--- config.mk ---
export PLATFORM = sky130hd
export DESIGN_NAME = qbus_slave_if
export DESIGN_NICKNAME = d
export VERILOG_FILES = /design/src/rtl/qbus_slave_if_pkg.sv /design/src/rtl/qbus_slave_if_sync.sv /design/src/rtl/qbus_slave_if.sv
export SDC_FILE = /design/constraint.sdc
export NUM_CORES = 1
export LEC_CHECK = 0
export CELL_PAD_IN_SITES_DETAIL_PLACEMENT = 0
export CELL_PAD_IN_SITES_GLOBAL_PLACEMENT = 2
export CORE_ASPECT_RATIO = 0.8
export CORE_MARGIN = 1
export CORE_UTILIZATION = 28
export CTS_CLUSTER_DIAMETER = 50
export DETAILED_ROUTE_END_ITERATION = 10
export PLACE_DENSITY = 0.71
export SYNTH_ARGS = -nofsm -noshare
export SYNTH_HDL_FRONTEND = slang
export SYNTH_SLANG_ARGS = --single-unit
--- constraint.sdc ---
create_clock -name clk20 -period 3 [get_ports clk20]
set_input_delay 0.75 -clock clk20 [delete_from_list [all_inputs] [get_ports clk20]]
set_output_delay 0.75 -clock clk20 [all_outputs]
set_load 0.02 [all_outputs]
--- src/rtl/qbus_slave_if_pkg.sv ---
// qbus_slave_if_pkg
//   Shared constants and types for the QBUS slave-cycle front end:
//   DAL/data widths, the slave FSM state encoding and the byte-enable
//   decode used for DATO/DATOB data phases.
package qbus_slave_if_pkg;

  localparam int DAL_W    = 22;  // full QBUS DAL width
  localparam int DATA_W   = 16;  // register data width
  localparam int IOPAGE_W = 13;  // I/O-page offset bits

  typedef enum logic [2:0] {
    ST_IDLE,
    ST_WAIT_DIR,
    ST_RD_REQ,
    ST_RD_DRIVE,
    ST_RD_REPLY,
    ST_WR_REQ,
    ST_WR_REPLY,
    ST_WAIT_SYNC
  } qbus_state_e;

  // WTBT low in the data phase means a full-word DATO; high means DATOB,
  // where the byte lane follows the address LSB.
  function automatic logic [1:0] write_be(input logic wtbt, input logic odd);
    if (!wtbt) return 2'b11;
    return odd ? 2'b10 : 2'b01;
  endfunction

endpackage

--- src/rtl/qbus_slave_if_sync.sv ---
// qbus_slave_if_sync
//   N-bit two-flop synchroniser for raw QBUS receiver lines.
// Ports:
//   clk20  in   clock
//   reset  in   asynchronous active-high reset
//   d      in   N raw asynchronous inputs
//   q      out  N synchronised levels (second flop)
//   rise   out  N one-cycle pulses when the first flop goes 0->1
module qbus_slave_if_sync #(
  parameter int N = 1
) (
  input  logic         clk20,
  input  logic         reset,
  input  logic [N-1:0] d,
  output logic [N-1:0] q,
  output logic [N-1:0] rise
);

  genvar gi;
  generate
    for (gi = 0; gi < N; gi++) begin : g_bit
      logic meta_reg;
      logic sync_reg;

      always_ff @(posedge clk20 or posedge reset) begin
        if (reset) begin
          meta_reg <= 1'b0;
          sync_reg <= 1'b0;
        end else begin
          meta_reg <= d[gi];
          sync_reg <= meta_reg;
        end
      end

      assign q[gi]    = sync_reg;
      // Early edge marker, one cycle ahead of the synchronised level.
      assign rise[gi] = meta_reg & ~sync_reg;
    end
  endgenerate

endmodule

--- src/rtl/qbus_slave_if.sv ---
// qbus_slave_if
//   QBUS slave-cycle front end. Latches and decodes the address phase,
//   turns DATI/DATO/DATOB/DATIO cycles into a register read/write
//   handshake and sequences DALtx/DALst/DALbe_L/TRPLY.
// Ports:
//   clk20, reset                    clock, async active-high reset
//   RSYNC/RDIN/RDOUT/RINIT          raw bus receivers (unsynchronised)
//   ZDAL, ZBS7, ZWTBT               DAL/BS7/WTBT from the Am2908s
//   dal_out, DALtx, DALst, DALbe_L  read data and DAL buffer controls
//   TRPLY                           bus reply
//   reg_rd/reg_wr/reg_addr/reg_wdata/reg_be/reg_rdata/reg_ack
//                                   register-block handshake
//   busy                            FSM not idle
module qbus_slave_if
  import qbus_slave_if_pkg::*;
#(
  parameter logic [12:0] BASE_ADDR = 13'o17570,
  parameter int          REG_BITS  = 2,
  parameter int          SETTLE    = 1,
  parameter int          TIMEOUT   = 200
) (
  input  logic                clk20,
  input  logic                reset,
  input  logic                RSYNC,
  input  logic                RDIN,
  input  logic                RDOUT,
  input  logic                RINIT,
  input  logic [DAL_W-1:0]    ZDAL,
  input  logic                ZBS7,
  input  logic                ZWTBT,
  output logic [DAL_W-1:0]    dal_out,
  output logic                DALtx,
  output logic                DALst,
  output logic                DALbe_L,
  output logic                TRPLY,
  output logic                reg_rd,
  output logic                reg_wr,
  output logic [REG_BITS-1:0] reg_addr,
  output logic [DATA_W-1:0]   reg_wdata,
  output logic [1:0]          reg_be,
  input  logic [DATA_W-1:0]   reg_rdata,
  input  logic                reg_ack,
  output logic                busy
);

  localparam int CNT_W = $clog2(TIMEOUT + SETTLE + 1);

  // ---- receiver synchronisation ----
  logic [3:0] bus_sync;
  logic [3:0] bus_rise;

  qbus_slave_if_sync #(.N(4)) u_sync (
    .clk20 (clk20),
    .reset (reset),
    .d     ({RINIT, RDOUT, RDIN, RSYNC}),
    .q     (bus_sync),
    .rise  (bus_rise)
  );

  logic rsync_s, rdin_s, rdout_s, rinit_s;
  assign {rinit_s, rdout_s, rdin_s, rsync_s} = bus_sync;

  // ---- address phase capture ----
  logic [DATA_W-1:0]   zdal_reg;
  logic                zbs7_reg, zwtbt_reg;
  logic [IOPAGE_W-1:0] addr_reg;
  logic                bs7_reg, wr_cycle_reg;

  always_ff @(posedge clk20 or posedge reset) begin
    if (reset) begin
      zdal_reg     <= '0;
      zbs7_reg     <= 1'b0;
      zwtbt_reg    <= 1'b0;
      addr_reg     <= '0;
      bs7_reg      <= 1'b0;
      wr_cycle_reg <= 1'b0;
    end else begin
      zdal_reg  <= ZDAL[DATA_W-1:0];
      zbs7_reg  <= ZBS7;
      zwtbt_reg <= ZWTBT;
      // The rise pulse coincides with the DAL sample taken on the same
      // edge RSYNC was first seen, so the address is still valid here.
      if (bus_rise[0]) begin
        addr_reg     <= zdal_reg[IOPAGE_W-1:0];
        bs7_reg      <= zbs7_reg;
        wr_cycle_reg <= zwtbt_reg;
      end
    end
  end

  logic hit;
  assign hit = bs7_reg &&
               (addr_reg[IOPAGE_W-1:REG_BITS+1] == BASE_ADDR[IOPAGE_W-1:REG_BITS+1]);
  assign reg_addr = addr_reg[REG_BITS:1];

  // Address lines above the word data and the captured cycle-type bit are
  // not needed by the handshake; wr_cycle is kept for debug visibility.
  logic unused_ok;
  assign unused_ok = &{1'b0, ZDAL[DAL_W-1:DATA_W], wr_cycle_reg, bus_rise[3:1]};

  // ---- slave FSM ----
  qbus_state_e      state_reg, state_next;
  logic [CNT_W-1:0] cnt_reg, cnt_next;
  logic             tmo_hit, settle_done;

  assign tmo_hit     = (cnt_reg == CNT_W'(TIMEOUT - 1));
  assign settle_done = (cnt_reg == CNT_W'(SETTLE - 1));

  always_comb begin
    state_next = state_reg;
    if (rinit_s || !rsync_s) begin
      state_next = ST_IDLE;
    end else begin
      case (state_reg)
        ST_IDLE:      if (hit) state_next = ST_WAIT_DIR;
        ST_WAIT_DIR:  if (rdin_s) state_next = ST_RD_REQ;
                      else if (rdout_s) state_next = ST_WR_REQ;
        ST_RD_REQ:    if (reg_ack) state_next = ST_RD_DRIVE;
                      else if (tmo_hit) state_next = ST_WAIT_SYNC;
        ST_RD_DRIVE:  if (settle_done) state_next = ST_RD_REPLY;
        // Back to WAIT_DIR so the DATO half of a DATIO can follow.
        ST_RD_REPLY:  if (!rdin_s) state_next = ST_WAIT_DIR;
        ST_WR_REQ:    if (reg_ack) state_next = ST_WR_REPLY;
                      else if (tmo_hit) state_next = ST_WAIT_SYNC;
        ST_WR_REPLY:  if (!rdout_s) state_next = ST_WAIT_SYNC;
        ST_WAIT_SYNC: state_next = ST_WAIT_SYNC;
        default:      state_next = ST_IDLE;
      endcase
    end
  end

  // Cycle counter restarts on every state change; it times both the
  // request timeout and the DAL settle window.
  assign cnt_next = (state_next != state_reg) ? '0 : cnt_reg + CNT_W'(1);

  // ---- registered outputs, decoded from the next state ----
  logic [DAL_W-1:0]  dal_out_reg, dal_out_next;
  logic              daltx_reg, dalst_reg, dalbe_l_reg, trply_reg;
  logic              rd_reg, wr_reg;
  logic [DATA_W-1:0] wdata_reg, wdata_next;
  logic [1:0]        be_reg, be_next;
  logic              driving_next;

  always_comb begin
    driving_next = (state_next == ST_RD_DRIVE) || (state_next == ST_RD_REPLY);
    dal_out_next = '0;
    if (driving_next)
      dal_out_next = (state_reg == ST_RD_REQ) ? {{(DAL_W-DATA_W){1'b0}}, reg_rdata}
                                              : dal_out_reg;
    be_next = 2'b00;
    if (state_next == ST_RD_REQ)
      be_next = 2'b11;
    else if (state_next == ST_WR_REQ)
      be_next = (state_reg == ST_WAIT_DIR) ? write_be(zwtbt_reg, addr_reg[0]) : be_reg;
    wdata_next = wdata_reg;
    if (state_reg == ST_WAIT_DIR && state_next == ST_WR_REQ)
      wdata_next = zdal_reg;
  end

  always_ff @(posedge clk20 or posedge reset) begin
    if (reset) begin
      state_reg   <= ST_IDLE;
      cnt_reg     <= '0;
      dal_out_reg <= '0;
      daltx_reg   <= 1'b0;
      dalst_reg   <= 1'b0;
      dalbe_l_reg <= 1'b1;
      trply_reg   <= 1'b0;
      rd_reg      <= 1'b0;
      wr_reg      <= 1'b0;
      wdata_reg   <= '0;
      be_reg      <= '0;
    end else begin
      state_reg   <= state_next;
      cnt_reg     <= cnt_next;
      dal_out_reg <= dal_out_next;
      daltx_reg   <= driving_next;
      dalst_reg   <= (state_next == ST_RD_REPLY);
      dalbe_l_reg <= (state_next != ST_RD_REPLY);
      trply_reg   <= (state_next == ST_RD_REPLY) || (state_next == ST_WR_REPLY);
      rd_reg      <= (state_next == ST_RD_REQ);
      wr_reg      <= (state_next == ST_WR_REQ);
      wdata_reg   <= wdata_next;
      be_reg      <= be_next;
    end
  end

  assign dal_out   = dal_out_reg;
  assign DALtx     = daltx_reg;
  assign DALst     = dalst_reg;
  assign DALbe_L   = dalbe_l_reg;
  assign TRPLY     = trply_reg;
  assign reg_rd    = rd_reg;
  assign reg_wr    = wr_reg;
  assign reg_wdata = wdata_reg;
  assign reg_be    = be_reg;
  assign busy      = (state_reg != ST_IDLE);

endmodule

==> results.yml <==
setup_path:
  crit-reg2reg-launch: "state_reg[0]"
  critPathArrivalTime_ns: 1.97
  worstSetupEndpointType: "primary output"
  path_class: "flop to primary output"
  reg2reg_to: "dal_out[1]"
  cp_max_fo: 13
  worst_setup_path_start_kind: "flop"
  r2r_slack_ns: 0.36
  reg2reg_depth: 8
  critPathRequiredTime_ns: 2.25
detailed_routing:
  via_count: 2342
  routed_wl_um: 7230
  drtIter0Drc: 63
  wire_per_inst_um: 13.1
  dr.pass1.iters: 4
  drc: 0
  ant_nets: 0
  viasPerCell: 4.24
global_routing:
  grtUsageTotal_pct: 11.8
  grt_max_degree: 92
  antenna_found_initial: 0
  grt_pass1_vias: 2345
  grt_pass1_wl_um: 11800
  overflow: 0
power_and_ir_drop:
  p_total_uw: 2670
  combPwrFrac_pct: 8.8
  power.density_nw_per_um2: 542
  ir_drop_v: 0.000306
  p_seq_share_pct: 52.0
  power.share.clock_pct: 39.2
  leakagePower_uw: 0.00214
  p_int_uw: 2010
  swShare_pct: 24.6
  p_sw_uw: 657
floorplan:
  die_h_um: 103
  ioPinCount: 96
  initial_core_util_pct: 29.2
  dieWidth_um: 129
  die_area_um2: 13300
  coreArea_um2: 12300
  num_rows: 36
layout:
  area_growth_pct: 36.9
  nets: 425
  drive_above_1_share_pct: 16.5
  insertedDiodeCount: 0
  layout.cells.non_filler: 552
  final_area_um2: 4930
synthesis:
  yosys.area_share.adder_pct: 0.695
  ys_seq_area_share_pct: 63.3
  synth_top_family_by_area: "simple AND/OR/NAND/NOR gates"
  synth_edf_count: 0
  synth-xor-area-share_pct: 1.46
  yosysTopAreaCellShare_pct: 62.6
  yosys.area.top_type: "dfrtp_1"
  yosysWarningCount: 0
  synth_compound_area_share_pct: 6.68
  syn_area_per_cell_um2: 12.5
  ys.flop_type: "dfrtp_1"
  synth-seq-cells: 91
  synthArstFlopShare_pct: 100
  synthTopCellsByArea: "dfrtp_1, mux2_2, mux2_4"
  muxShareOfSynthArea_pct: 11.1
  syn_inst: 287
  syn_area_um2: 3600
  synth.distinct_cells: 46
  yosys.area_share.simple_pct: 12.5
clock_tree:
  hold_buffers: 0
  cts_tree: "yes"
  path_clk_slew_ns: 0.06
  cts-resized-gates: 0
  clock_path_buffers: 2
  cts_root_buf: "clkbuf_16"
  cts_made_buffers: 9
  numClockSinks: 91
  post_cts_buffers: 0
  h-tree-depth: 3
  clock_latency_ns: 0.34
timing:
  slew_violations: 0
  fin_setup_tns_ns: 0
  fin_skew_ns: 0.00894
  fin_crit_ns: 2.72
  timing.final.ws_setup_ns: 0.284
  slew_headroom_pct: 59.1
  worst_pin_slew_ns: 0.608
  hold_viol_final: 0
  finalSetupViolCount: 0
  fmax_ghz: 0.368
  rsz0062_at_grt: "false"
  fin_crit_sh_pct: 90.5
min_path:
  min_path_cells: 0
  hold_start: "u_sync.g_bit[2].meta_reg"
  holdCritPathClass: "flop to flop"
  hold_end: "u_sync.g_bit[2].sync_reg"
placed_design:
  gp_congestion: 0.709
  dp_hpwl_um: 4830
  port_buffers: 83
  pre_cts_ws_ns: 0.110
  placed_cell_area_um2: 4650
  dp_cells: 536
outcome:
  status: "finished clean"
flow_run:
  cap_violations: 0
final cells by class:
class	count	area, um^2
inverter	9	37.5
clock buffer	10	229
fill	1196	7420
multi-input combinational	173	1190
tap	171	214
clock inverter	6	48.8
sequential	91	2280
timing repair buffer	92	923
worst max-delay path: stages, from the launching register on:
cell,delay (ns)
dfrtp_1,0.54
or3_1,0.50
clkdlybuf4s50_1,0.59
synth_stat cells, types with 2 or more instances:
| cell | n |
|---|---|
| xnor2_1 | 2 |
| inv_1 | 9 |
| xor2_1 | 4 |
| nor2b_1 | 5 |
| ha_1 | 2 |
| mux2_4 | 10 |
| nor2_1 | 11 |
| and3_1 | 2 |
| clkbuf_1 | 7 |
| a21oi_1 | 18 |
| dfrtp_1 | 90 |
| nand4_1 | 3 |
| mux2_2 | 20 |
| a31oi_1 | 2 |
| nand2_1 | 39 |
| nand3b_1 | 2 |
| nand2b_1 | 3 |
| nor3_1 | 4 |
| buf_2 | 2 |
| o21ai_0 | 8 |
| nand3_1 | 7 |
| or3_1 | 3 |
| a211oi_1 | 3 |
| buf_4 | 9 |
cell families after synthesis:
| kind of cell | Yosys count |
|---|---|
| DFF | 91 |
| and+or+nand+nor | 88 |
| AOI/OAI and AO/OA | 39 |
| muxes | 32 |
| buffers and inverters | 28 |
| xor gates and xnor gates | 6 |
| adders and majority gates | 2 |
| other | 1 |
stage by stage:
stage	hold slack (ns)	util, %
after floorplan	0.331	-
after global placement	0.336	37.7
after detailed placement	0.336	37.7
after CTS	0.351	39.9
after global routing	0.360	39.9
final	0.348	39.9
per-layer routing:
metal / GRT usage (%) / vias up / part of all wire, %
met5: 0 / - / 0
met1: 14.6 / 1120 / 46
li1: - / 1149 / -
met4: 5.43 / 0 / 1.6
met2: 18.2 / 65 / 46
met3: 4.89 / 8 / 6.9
cells in the final DEF (no fill, tap or decap), drive strengths merged, types with 4 or more instances in the layout:
cell type / n
nor3: 4
inv: 10
nor2: 11
xor2: 4
dfrtp: 90
buf: 9
nor2b: 5
mux2: 30
clkdlybuf4s50: 83
clkbuf: 10
nand3: 7
a21oi: 18
nand2: 40
o21ai: 8
conb: 6
worst max path at each step:
stage                            start            to  slack, ns  cells after the start
final                     state_reg[0]          busy       0.28                      2
after global routing      state_reg[0]          busy       0.22                      2
after CTS                 state_reg[0]          busy       0.28                      2
after detailed placement       reg_ack  reg_wdata[7]       0.11                      6
after global placement         reg_ack  reg_wdata[8]       0.14                      6
after floorplan           state_reg[0]    dal_out[0]       0.58                      8
power groups by stage:
| stage | clock network, uW | logic [uW] | registers (uW) |
|---|---|---|---|
| detailed placement | 0 | 237 | 1410 |
| finish | 1050 | 234 | 1390 |
| floorplan | 0 | 159 | 1390 |
| global route | 1140 | 260 | 1400 |
| CTS | 1090 | 239 | 1390 |
| global placement | 0 | 235 | 1410 |
Power figures use the tool's default switching activity.
==> patch 1, RTL diff (same flow settings) <==
The 8 states of `qbus_state_e` get a one-hot encoding in 8 bits.
--- a/src/rtl/qbus_slave_if_pkg.sv
+++ b/src/rtl/qbus_slave_if_pkg.sv
@@ -10,11 +10,11 @@
 
-  typedef enum logic [2:0] {
-    ST_IDLE,
-    ST_WAIT_DIR,
-    ST_RD_REQ,
-    ST_RD_DRIVE,
-    ST_RD_REPLY,
-    ST_WR_REQ,
-    ST_WR_REPLY,
-    ST_WAIT_SYNC
+  typedef enum logic [7:0] {
+    ST_IDLE      = 8'b00000001,
+    ST_WAIT_DIR  = 8'b00000010,
+    ST_RD_REQ    = 8'b00000100,
+    ST_RD_DRIVE  = 8'b00001000,
+    ST_RD_REPLY  = 8'b00010000,
+    ST_WR_REQ    = 8'b00100000,
+    ST_WR_REPLY  = 8'b01000000,
+    ST_WAIT_SYNC = 8'b10000000
   } qbus_state_e;
Formal check against the unedited RTL: no difference found for any inputs over 10 cycles, from zero or initial values and one cycle with reset high; not proved beyond that.
==> patch 1 against the original RTL <==
Count of clock-buffer cells in the layout unchanged. Core utilization shrank 0.61 points. Routed wire length grew 24%. Sequential share of layout area is 1.7 points lower. Sequential cell count is 5 higher. Synthesized cell count grew 16%. Worst setup slack got worse by 78 ps. Worst hold slack gained 5.2 ps. Design area rose by 9.6%. Total power is 8.4% higher. Area after synthesis grew 11%. Highest routed layer unchanged.
==> patch 1: results (changes against the original RTL) <==
* Layout cell share with drive strength beyond 1 at 18.24% (+1.7 points)
* Wire length of the first global-routing pass at 15.10 mm (+28%)
* Main area contributors after synthesis: sky130_fd_sc_hd__dfrtp_1, sky130_fd_sc_hd__mux2_2, sky130_fd_sc_hd__nand2_1
* Clock latency on the worst-skew pair at 340 ps (about the same)
* Headroom to the max-slew limit at 57.65% (-1.5 points)
* Clock-pin slew of the registers on the worst-case setup and hold paths at 70 ps
* Crit Path Max Fanout at 8 (-5)
* Mean Syn Cell Area at 12.00 µm² (-4.3%)
* Routed wire length at 8.975 mm (+24%)
* Static leakage at 2.342 nW (+9.5%)
* Dpl ws at 49.25 ps (-60.82 ps)
* CTS buffer count at 9 (unchanged)
* Total routing usage reported by global routing at 13.53% (+1.7 points)
* Largest net degree at the start of global routing at 39 (-58%)
* Worst hold-check slack at 353.3 ps (+5.170 ps)
* Reg2reg setup slack at 390 ps (+30 ps)
* Gpl congestion at 0.8157 (+15%)
* Post-route clock skew at 6.999 ps (-1.944 ps)
* Post-CTS Setup Bufs at 0 (unchanged)
* R2r startpoint: cnt_reg[0]$_DFF_PP0_
* Highest clock rate at 357.8 MHz (-2.8%)
* Placed Instances at 597 (+11%)
* Endpoint arrival time on the critical path at 2040 ps (+70 ps)
* Min-Delay Path Class: reg -> reg
* Launching element of the worst setup path: state_reg[1]$_DFF_PP0_
* ANT nets after route at 0 (unchanged)
* Crit path max-delay cell type: sky130_fd_sc_hd__clkdlybuf4s50_1
* Worst hold stages at 0 (unchanged)
* Result of the run: finished clean
* HPWL Detailed at 6.453 mm (+34%)
* DRC marker count from the first detailed-route iteration at 197 (+210%)
* Most common library cells after synthesis: sky130_fd_sc_hd__dfrtp_1, sky130_fd_sc_hd__nand2_1, sky130_fd_sc_hd__a21oi_1
* Number of antenna violations at the first check in global routing at 0 (unchanged)
* Start point of the worst min-delay path: u_sync.g_bit[3].meta_reg$_DFF_PP0_
* Average vias per placed instance at 4.592 (+8.2%)
* Total placed instance area at 0.005085 mm² (+9.4%)
* Sequential share of the synthesized area at 60.36% (-3.0 points)
* Post-synthesis async set-or-reset flop share at 100.0% (unchanged)
* Total number of vias at 2815 (+20%)
* Largest stage delay, worst path at 640 ps (+50 ps)
* Worst-case vdd ir drop at 0.2735 mV (-11%)
* Number of nets in the layout at 477 (+12%)
* Destination of the worst register-to-register timing path: reg_wdata[13]$_DFFE_PP0P_
* Cts repair resizes at 0 (unchanged)
* Clock root buffer: sky130_fd_sc_hd__clkbuf_16
* Setup-failing EPs final at 0 (unchanged)
* Terminating pin of the worst hold path: u_sync.g_bit[3].sync_reg$_DFF_PP0_
* Count of different cell masters after synthesis at 55 (+20%)
-- patch 1: area by class of cell --
| class | count | area (µm²) |
|---|---|---|
| inverter | 12 | 48.80 |
| clock buffer | 10 | 229.0 |
| sequential | 96 | 2405 |
| clock inverter | 6 | 86.33 |
| fill | 1323 | 8341 |
| tap | 180 | 225.2 |
| multi-input combinational | 209 | 1423 |
| timing repair buffer | 100 | 983.4 |
-- patch 1: kinds of logic after synthesis --
family                   Yosys count  share of synthesized area [%]
AO/OA/AOI/OAI                     50                          8.449
AND/OR/NAND/NOR                  114                          15.17
flip-flops                        96                          60.36
adder cells (fa/ha/maj)            2                         0.6280
other                              1                        0.09413
buffers and inverters             32                          4.397
multiplexers                      29                          9.139
XOR/XNOR                           8                          1.759
-- patch 1: report_power, final --
group / internal (mW) / switching (mW) / leakage, nW
combinational: 0.135 / 0.103 / 0.955
sequential: 1.38 / 0.0778 / 1.23
clock: 0.670 / 0.527 / 0.154
-- patch 1: worst register-to-register path: stages (launching register included) --
cell	delay, ps
sky130_fd_sc_hd__dfrtp_1	390
sky130_fd_sc_hd__ha_1	250
sky130_fd_sc_hd__nand4_1	120
sky130_fd_sc_hd__nor4_1	300
sky130_fd_sc_hd__o21ai_0	240
sky130_fd_sc_hd__o21ai_0	430
sky130_fd_sc_hd__a21oi_4	120
sky130_fd_sc_hd__nand2_4	280
sky130_fd_sc_hd__mux2_2	370
-- patch 1: metal layers --
| layer | vias to the layer above | wire length, µm | GRT usage [%] |
|---|---|---|---|
| met5 | - | 0 | 0 |
| met4 | 0 | 87 | 3.852 |
| met3 | 8 | 645 | 4.974 |
| met2 | 75 | 3995 | 19.27 |
| met1 | 1397 | 4247 | 19.09 |
| li1 | 1335 | - | - |
==> patch 2, RTL diff (config.mk and constraints unchanged) <==
Without the edit above. `TIMEOUT`: 200 -> 300.
--- a/src/rtl/qbus_slave_if.sv
+++ b/src/rtl/qbus_slave_if.sv
@@ -19,3 +19,3 @@
   parameter int          SETTLE    = 1,
-  parameter int          TIMEOUT   = 200
+  parameter int          TIMEOUT   = 300
 ) (
Formal check against the unedited RTL: no difference found for any inputs over 10 cycles, from zero or initial values and one cycle with reset high; that may be too few to reach the edited logic, so the function may still have changed.
==> patch 2 against the original RTL <==
Area after synthesis up 7.6%. Worst setup slack better by 78 ps. Die area up 7.5%. Fmax up 2.9%. Worst hold slack better by 1.2 ps. Largest cell class unchanged. Largest power group unchanged. Total power up 2.7%. Routed wire length up 10%. Sequential cell count up 1. Design area up 5.3%. Core utilization down 1.6 points. Clock skew about the same.
==> patch 2: results (changes against the original RTL) <==
* Final-layout clock-cell area share at 5.377% (-0.26 points)
* Die area at 0.01431 mm² (+7.5%)
* Wire length of the first global-routing pass at 13.46 mm (+14%)
* Inverter count at 7 (-2)
* Via count of the first global-routing pass at 2553 (+8.9%)
* Result of the run: finished clean
* Actual transition at the worst max-transition pin at 613.6 ps (+5.973 ps)
* Sequential share of power at 51.6% (-0.4 points)
* Worst-case vdd ir drop at 0.2389 mV (-22%)
* Sequential cell area in the final layout at 0.002303 mm² (+1.1%)
* Static leakage at 2.169 nW (+1.4%)
* Total placed instance area at 0.004910 mm² (+5.6%)
* Largest net degree at the start of global routing at 93 (+1.1%)
* Total power draw at 2.742 mW (+2.7%)
* Launching element of the worst setup path: state_reg[2]$_DFF_PP0_
* Worst hold-check slack at 349.3 ps (+1.197 ps)
* Buffers excl. clock at 91 (-1.1%)
* Reg2reg setup slack at 680 ps (+320 ps)
* Number of cells on the worst reg-to-reg path at 6 (-2)
* Layout cell share with drive strength beyond 1 at 21.77% (+5.2 points)
* Total routing usage reported by global routing at 12.13% (+0.31 points)
* Count of different cell masters after synthesis at 62 (+35%)
* Net switching power figure at 701.7 µW (+6.8%)
* Main area contributors after synthesis: sky130_fd_sc_hd__dfrtp_1, sky130_fd_sc_hd__mux2_2, sky130_fd_sc_hd__mux2i_1
* Sequential share of the synthesized area at 59.46% (-3.9 points)
* Destination of the worst register-to-register timing path: dal_out[9]$_DFFE_PP0P_
* Crit Path Max Fanout at 12 (-1)
* Number of nets in the layout at 416 (-2.1%)
* PnR worst setup slack at 361.7 ps (+77.78 ps)
* Average vias per placed instance at 4.491 (+5.8%)
* Number of multi-input logic gates at 166 (-4.0%)
* Crit path max-delay cell type: sky130_fd_sc_hd__clkdlybuf4s50_1
* Gpl congestion at 0.8070 (+14%)
* Post-route clock skew at 8.942 ps (-0.001610 ps)
* Dpl ws at 278.5 ps (+168.5 ps)
* Most common library cells after synthesis: sky130_fd_sc_hd__dfrtp_1, sky130_fd_sc_hd__mux2_2, sky130_fd_sc_hd__mux2i_1
-- patch 2: cell count changes after synthesis, moves of 5 or more --
cell / change
sky130_fd_sc_hd__nand2_1: -31
sky130_fd_sc_hd__mux2i_1: +15
sky130_fd_sc_hd__a21oi_1: -11
sky130_fd_sc_hd__a21oi_2: +9
sky130_fd_sc_hd__nor4_1: +9
sky130_fd_sc_hd__nor2_1: -7
sky130_fd_sc_hd__clkbuf_1: -5
sky130_fd_sc_hd__o21ai_0: -5
-- patch 2: kinds of logic (layout without fill, tap and decap cells) --
logic type               Yosys count  after routing  synth area share, %
AND/OR/NAND/NOR                   64             64                11.43
AO/OA/AOI/OAI                     41             41                9.303
multiplexers                      46             46                13.82
buffers and inverters             24            114                3.650
flip-flops                        92             92                59.46
other                              1              6              0.09681
adder cells (fa/ha/maj)            2              2               0.6459
XOR/XNOR                           7              7                1.583
-- patch 2: per-layer routing --
metal,part of all wire (%),global-route usage (%)
met2,45,18.23
met3,5.0,3.499
met4,1.1,4.140
met1,49,16.61
met5,0,0
